File: config.mk
export PLATFORM = sky130hd
export DESIGN_NAME = keypad_scanner
export DESIGN_NICKNAME = d
export VERILOG_FILES = /design/src/rtl/keypad_scanner.sv
export SDC_FILE = /design/constraint.sdc
export NUM_CORES = 1
export LEC_CHECK = 0
export BUFFER_PORTS_ARGS = -buffer_cell sky130_fd_sc_hd__buf_4
export CAP_MARGIN = 0
export CELL_PAD_IN_SITES_DETAIL_PLACEMENT = 0
export CELL_PAD_IN_SITES_GLOBAL_PLACEMENT = 2
export CORE_UTILIZATION = 41
export DETAILED_ROUTE_END_ITERATION = 12
export PLACE_DENSITY_LB_ADDON = 0.1
export SLEW_MARGIN = 15
export SYNTH_ARGS = -nofsm -noshare
export SYNTH_HDL_FRONTEND = slang
export SYNTH_SLANG_ARGS = --single-unit
File: constraint.sdc
create_clock -name Clk100MHz -period 28.9 [get_ports Clk100MHz]
set_input_delay 4.335 -clock Clk100MHz [delete_from_list [all_inputs] [get_ports Clk100MHz]]
set_output_delay 4.335 -clock Clk100MHz [all_outputs]
set_load 0.03 [all_outputs]
File: src/rtl/keypad_scanner.sv
// keypad_scanner: scans a 4x4 active-low matrix keypad one row at a time,
// debounces over whole scan frames and reports accepted presses as a
// 4-bit code {row, col} with a single-cycle KeyValid strobe.
module keypad_scanner #(
    parameter int SCAN_DIV       = 100000,
    parameter int DEBOUNCE_SCANS = 8
) (
    input  logic       Clk100MHz,
    input  logic       Rst,
    input  logic [3:0] Col,
    output logic [3:0] Row,
    output logic [3:0] KeyCode,
    output logic       KeyValid,
    output logic       KeyHeld,
    output logic       MultiKey
);

    localparam int                CNT_W           = $clog2(SCAN_DIV);
    localparam logic [CNT_W-1:0]  ROW_LAST        = CNT_W'(SCAN_DIV - 1);
    localparam int                DB_W            = $clog2(DEBOUNCE_SCANS + 1);
    localparam logic [DB_W-1:0]   DB_TARGET       = DB_W'(DEBOUNCE_SCANS);
    localparam logic [DB_W-1:0]   DB_ONE          = DB_W'(1);
    localparam bit                ACCEPT_ON_FIRST = (DEBOUNCE_SCANS == 1);

    typedef enum logic [1:0] {
        IDLE,
        DEBOUNCE,
        PRESSED,
        RELEASE
    } state_t;

    logic [3:0]       r_colMeta;
    logic [3:0]       r_colSync;
    logic [CNT_W-1:0] r_rowCnt;
    logic [1:0]       r_rowIdx;
    logic [15:0]      r_frameAcc;
    logic             r_frameDone;

    state_t           r_state;
    logic [3:0]       r_cand;
    logic [DB_W-1:0]  r_cnt;
    logic [3:0]       r_keyCode;
    logic             r_keyValid;
    logic             r_keyHeld;
    logic             r_multiKey;

    logic [4:0]       w_keyCount;
    logic [3:0]       w_frameCode;
    logic             w_isNone;
    logic             w_isOne;
    logic             w_isMulti;

    state_t           w_nextState;
    logic [3:0]       w_nextCand;
    logic [DB_W-1:0]  w_nextCnt;
    logic [3:0]       w_nextKeyCode;
    logic             w_nextKeyValid;
    logic             w_nextKeyHeld;
    logic             w_nextMultiKey;

    // Two-flop synchronizer; idles at "all released" so reset cannot fake a press
    always_ff @(posedge Clk100MHz) begin
        if (Rst) begin
            r_colMeta <= 4'hF;
            r_colSync <= 4'hF;
        end else begin
            r_colMeta <= Col;
            r_colSync <= r_colMeta;
        end
    end

    // Row timer: sample the settled row at the end of its period, then step to the next row
    always_ff @(posedge Clk100MHz) begin
        if (Rst) begin
            r_rowCnt    <= '0;
            r_rowIdx    <= 2'd0;
            r_frameAcc  <= 16'h0000;
            r_frameDone <= 1'b0;
        end else begin
            r_frameDone <= 1'b0;
            if (r_rowCnt == ROW_LAST) begin
                r_rowCnt                           <= '0;
                r_frameAcc[{r_rowIdx, 2'b00} +: 4] <= ~r_colSync;
                r_rowIdx                           <= r_rowIdx + 2'd1;
                r_frameDone                        <= (r_rowIdx == 2'd3);
            end else begin
                r_rowCnt <= r_rowCnt + 1'b1;
            end
        end
    end

    assign Row = ~(4'b0001 << r_rowIdx);

    // Classify the completed frame by how many keys it saw; the code is the bit index
    always_comb begin
        w_keyCount  = 5'd0;
        w_frameCode = 4'd0;
        for (int i = 0; i < 16; i++) begin
            if (r_frameAcc[i]) begin
                w_keyCount  = w_keyCount + 5'd1;
                w_frameCode = 4'(i);
            end
        end
        w_isNone  = (w_keyCount == 5'd0);
        w_isOne   = (w_keyCount == 5'd1);
        w_isMulti = (w_keyCount >= 5'd2);
    end

    // Debounce decisions are only taken on frame boundaries; strobe is a one-cycle default-low pulse
    always_comb begin
        w_nextState    = r_state;
        w_nextCand     = r_cand;
        w_nextCnt      = r_cnt;
        w_nextKeyCode  = r_keyCode;
        w_nextKeyValid = 1'b0;
        w_nextKeyHeld  = r_keyHeld;
        w_nextMultiKey = r_multiKey;
        if (r_frameDone) begin
            w_nextMultiKey = w_isMulti;
            case (r_state)
                IDLE: begin
                    if (w_isOne) begin
                        w_nextCand = w_frameCode;
                        if (ACCEPT_ON_FIRST) begin
                            w_nextState    = PRESSED;
                            w_nextKeyCode  = w_frameCode;
                            w_nextKeyValid = 1'b1;
                            w_nextKeyHeld  = 1'b1;
                            w_nextCnt      = '0;
                        end else begin
                            w_nextState = DEBOUNCE;
                            w_nextCnt   = DB_ONE;
                        end
                    end
                end
                DEBOUNCE: begin
                    if (w_isOne) begin
                        if (w_frameCode == r_cand) begin
                            if ((r_cnt + DB_ONE) >= DB_TARGET) begin
                                w_nextState    = PRESSED;
                                w_nextKeyCode  = r_cand;
                                w_nextKeyValid = 1'b1;
                                w_nextKeyHeld  = 1'b1;
                                w_nextCnt      = '0;
                            end else begin
                                w_nextCnt = r_cnt + DB_ONE;
                            end
                        end else begin
                            w_nextCand = w_frameCode;
                            w_nextCnt  = DB_ONE;
                        end
                    end else begin
                        w_nextState = IDLE;
                        w_nextCnt   = '0;
                    end
                end
                PRESSED: begin
                    if (w_isNone) begin
                        if (ACCEPT_ON_FIRST) begin
                            w_nextState   = IDLE;
                            w_nextKeyHeld = 1'b0;
                            w_nextCnt     = '0;
                        end else begin
                            w_nextState = RELEASE;
                            w_nextCnt   = DB_ONE;
                        end
                    end
                end
                RELEASE: begin
                    if (w_isNone) begin
                        if ((r_cnt + DB_ONE) >= DB_TARGET) begin
                            w_nextState   = IDLE;
                            w_nextKeyHeld = 1'b0;
                            w_nextCnt     = '0;
                        end else begin
                            w_nextCnt = r_cnt + DB_ONE;
                        end
                    end else begin
                        w_nextState = PRESSED;
                        w_nextCnt   = '0;
                    end
                end
                default: begin
                    w_nextState = IDLE;
                    w_nextCnt   = '0;
                end
            endcase
        end
    end

    // Debounce state and all user-facing outputs are registered together
    always_ff @(posedge Clk100MHz) begin
        if (Rst) begin
            r_state    <= IDLE;
            r_cand     <= 4'd0;
            r_cnt      <= '0;
            r_keyCode  <= 4'd0;
            r_keyValid <= 1'b0;
            r_keyHeld  <= 1'b0;
            r_multiKey <= 1'b0;
        end else begin
            r_state    <= w_nextState;
            r_cand     <= w_nextCand;
            r_cnt      <= w_nextCnt;
            r_keyCode  <= w_nextKeyCode;
            r_keyValid <= w_nextKeyValid;
            r_keyHeld  <= w_nextKeyHeld;
            r_multiKey <= w_nextMultiKey;
        end
    end

    assign KeyCode  = r_keyCode;
    assign KeyValid = r_keyValid;
    assign KeyHeld  = r_keyHeld;
    assign MultiKey = r_multiKey;

endmodule
==> impl_metrics.json <==
{
  "outcome": "completed",
  "drt_first_iter_violations": 216,
  "cts-root-buf": "clkbuf_16",
  "tightest_slew_ns": 0.682,
  "crit_path_frequent_cell": "ha_1",
  "r2r_end": "r_cand[0]",
  "ys_seq_area_share_pct": 26.4,
  "hold_viol": 0,
  "yosysTopAreaCellShare_pct": 26.4,
  "portBuffers": 16,
  "crit_required_ns": 29.10,
  "cp-start-kind": "flop",
  "arrival_ns": 10.74,
  "cts_tree": "done",
  "cts_sinks": 61,
  "vias_per_cell": 5.52,
  "clkPwrFrac_pct": 55.1,
  "netlist_top_cells_count": "61 x dfxtp_1, 61 x nor2_1, 55 x nand2_1, 42 x a21oi_1, 30 x xnor2_1",
  "avgSynthCellArea_um2": 8.04,
  "place_congestion": 0.846,
  "dr.pass1.iters": 4,
  "path_class": "flop to flop",
  "pwr-share-seq_pct": 43.3,
  "pwr-share-comb_pct": 1.6,
  "die_h_um": 108,
  "cts-resized-gates": 0,
  "crit_fanout": 9,
  "cpPeakStageDelay_ns": 0.58,
  "synth_ff_type": "dfxtp_1",
  "fmax_mhz": 94.9,
  "worstHoldEndpoint": "r_colSync[3]",
  "ctsHoldBuffers": 0,
  "yosysWarnings": 0,
  "core_area_mm2": 0.0109,
  "pin_count": 17,
  "min_period_over_period_pct": 36.5,
  "rows": 38,
  "post-cts-setup-buffers": 0,
  "post-place-ws_ns": 18.41,
  "cpMaxStageDelayCell": "nor4_4",
  "stdcell_area_mm2": 0.00511,
  "grt_start_max_net_pins": 42,
  "drive_gt1_share_pct": 10.2,
  "swShare_pct": 22.2,
  "layout_setup_ws_ns": 18.36,
  "synthTopCellsByArea": "dfxtp_1 26%, ha_1 6.2%, xnor2_1 5.7%, nor2_1 4.9%, a21oi_1 4.5%",
  "ys_ff_latch": 61,
  "clock_path_buffers": 2,
  "fillers": 1088,
  "synth_area_leader_cell": "dfxtp_1",
  "antenna_found_initial": 0,
  "end_kind": "flop",
  "path_delay_family": "adder cells",
  "num_vias": 3972,
  "start_util_pct": 42.3,
  "synth_area_mm2": 0.00463,
  "dieArea_mm2": 0.0117,
  "tns_ns": 0,
  "rsz0062_at_grt": "no",
  "maxSlewHeadroom_pct": 54.2,
  "placed_area_mm2": 0.00481,
  "slew_violations": 0,
  "synth_edf_count": 0,
  "r2r-start": "r_frameAcc[1]",
  "yosysUniqueCellTypes": 74,
  "postRouteAntennaNets": 0,
  "leakagePower_nw": 2.05,
  "diodes": 0,
  "cts_buffers": 9,
  "path_clk_slew_ns": 0.06,
  "r2r_cells": 53,
  "grt_pass1_vias": 3748,
  "grt_remaining_overflow": 0,
  "grt_pass1_wl_um": 18000,
  "drc_errors": 0,
  "p_sw_mw": 0.0439,
  "critical_path_depth": 53,
  "whs_path_depth": 1,
  "hpwl_um": 7870,
  "syn-num-nets": 605,
  "wl_per_cell_um": 14.5,
  "critPathBufInv": 5,
  "peakVddDrop_uv": 43.8,
  "final_nets": 604,
  "min_path_type": "flop to flop",
  "clock_tree.htree_level_count": 3,
  "worstSkewPairLatency_ns": 0.33,
  "rrSetupSlack_ns": 18.36,
  "ys_async_sr_fraction_pct": 0,
  "detail_route.wirelength_um": 10500,
  "skew_ns": 0.0140,
  "netlist_instances": 576,
  "dieWidth_um": 108,
  "setup_viol_count_final": 0,
  "grt.total_usage_pct": 19.0,
  "layout_min_cycle_time_ns": 10.54,
  "cap_violations": 0,
  "powerDensity_mw_per_mm2": 38.7,
  "p_int_mw": 0.154,
  "area_growth_pct": 10.5,
  "hp-start": "r_colMeta[3]"
}
==> layout make-up <==
type                       count  area (µm²)  share of cell area, %
clock buffer                   9         225                   4.40
clock inverter                 7        80.1                   1.57
inverter                      27         101                   1.98
multi-input combinational    460        3190                   62.4
sequential                    61        1220                   23.9
tap                          140         175                   3.42
timing repair buffer          16         120                   2.35
==> worst max path at each step <==
stage | from | end | slack, ns
2_1_floorplan | r_frameAcc[0] | r_cand[0] | 19.47
3_3_place_gp | r_frameAcc[1] | r_cand[0] | 18.81
3_5_place_dp | r_frameAcc[1] | r_cand[2] | 18.41
4_1_cts | r_frameAcc[1] | r_cand[0] | 18.37
5_1_grt | r_frameAcc[1] | r_cand[0] | 17.40
6_report | r_frameAcc[1] | r_cand[0] | 18.36
==> registers in the layout, summed over array words and instances, names as in the netlist <==
name	cells
KeyCode	4
r_rowCnt	17
r_cand	4
r_colSync	4
KeyValid	1
r_colMeta	4
r_frameDone	1
r_frameAcc	16
r_cnt	4
r_state	2
MultiKey	1
r_rowIdx	2
KeyHeld	1
==> power by group through the flow <==
stage / registers (mW) / logic [mW] / clock network, mW
after floorplan: 0.0873 / 0.00219 / 0
after global placement: 0.0876 / 0.00318 / 0
after detailed placement: 0.0876 / 0.00319 / 0
after CTS: 0.0857 / 0.00320 / 0.111
after global routing: 0.0858 / 0.00363 / 0.115
final: 0.0857 / 0.00317 / 0.109
==> metrics by stage <==
step / hold WS, ns / cells / power [mW] / util, %
floorplan: 0.389 / 576 / 0.0895 / -
global placement: 0.398 / 704 / 0.0907 / 44.0
CTS: 0.411 / 720 / 0.200 / 46.8
finish: 0.410 / 720 / 0.198 / 46.8
detailed placement: 0.398 / 704 / 0.0908 / 44.0
global route: 0.415 / 720 / 0.205 / 46.8
==> cell families (layout without fill, tap and decap cells) <==
| logic type | Yosys count | in the layout | synth area share, % |
|---|---|---|---|
| AND/OR/NAND/NOR | 231 | 231 | 24.9 |
| AO/OA/AOI/OAI | 131 | 131 | 19.5 |
| XOR/XNOR | 64 | 64 | 15.6 |
| flip-flops | 61 | 61 | 26.4 |
| buffers and inverters | 55 | 59 | 4.70 |
| adder cells (fa/ha/maj) | 24 | 24 | 6.43 |
| multiplexers | 10 | 10 | 2.54 |
==> cell usage in the layout, fill, tap and decap left out, drive strengths merged, types with 16 or more instances in the layout <==
master / synthesis / layout
nand3: 20 / 20
xnor2: 31 / 31
ha: 23 / 23
a21oi: 42 / 42
o21ai: 19 / 19
dfxtp: 61 / 61
buf: 8 / 16
nor3: 24 / 24
nor2: 62 / 62
xor2: 23 / 23
nand2: 55 / 55
inv: 27 / 30
==> metal layers <==
layer / GRT usage [%] / vias to the layer above / routed length [µm]
met5: 0 / - / 0
met4: 5.69 / 0 / 88
met3: 2.05 / 7 / 163
met2: 31.8 / 35 / 4890
met1: 25.7 / 1868 / 5330
li1: - / 2062 / -
Note: power is estimated with default switching activity, not from simulation.
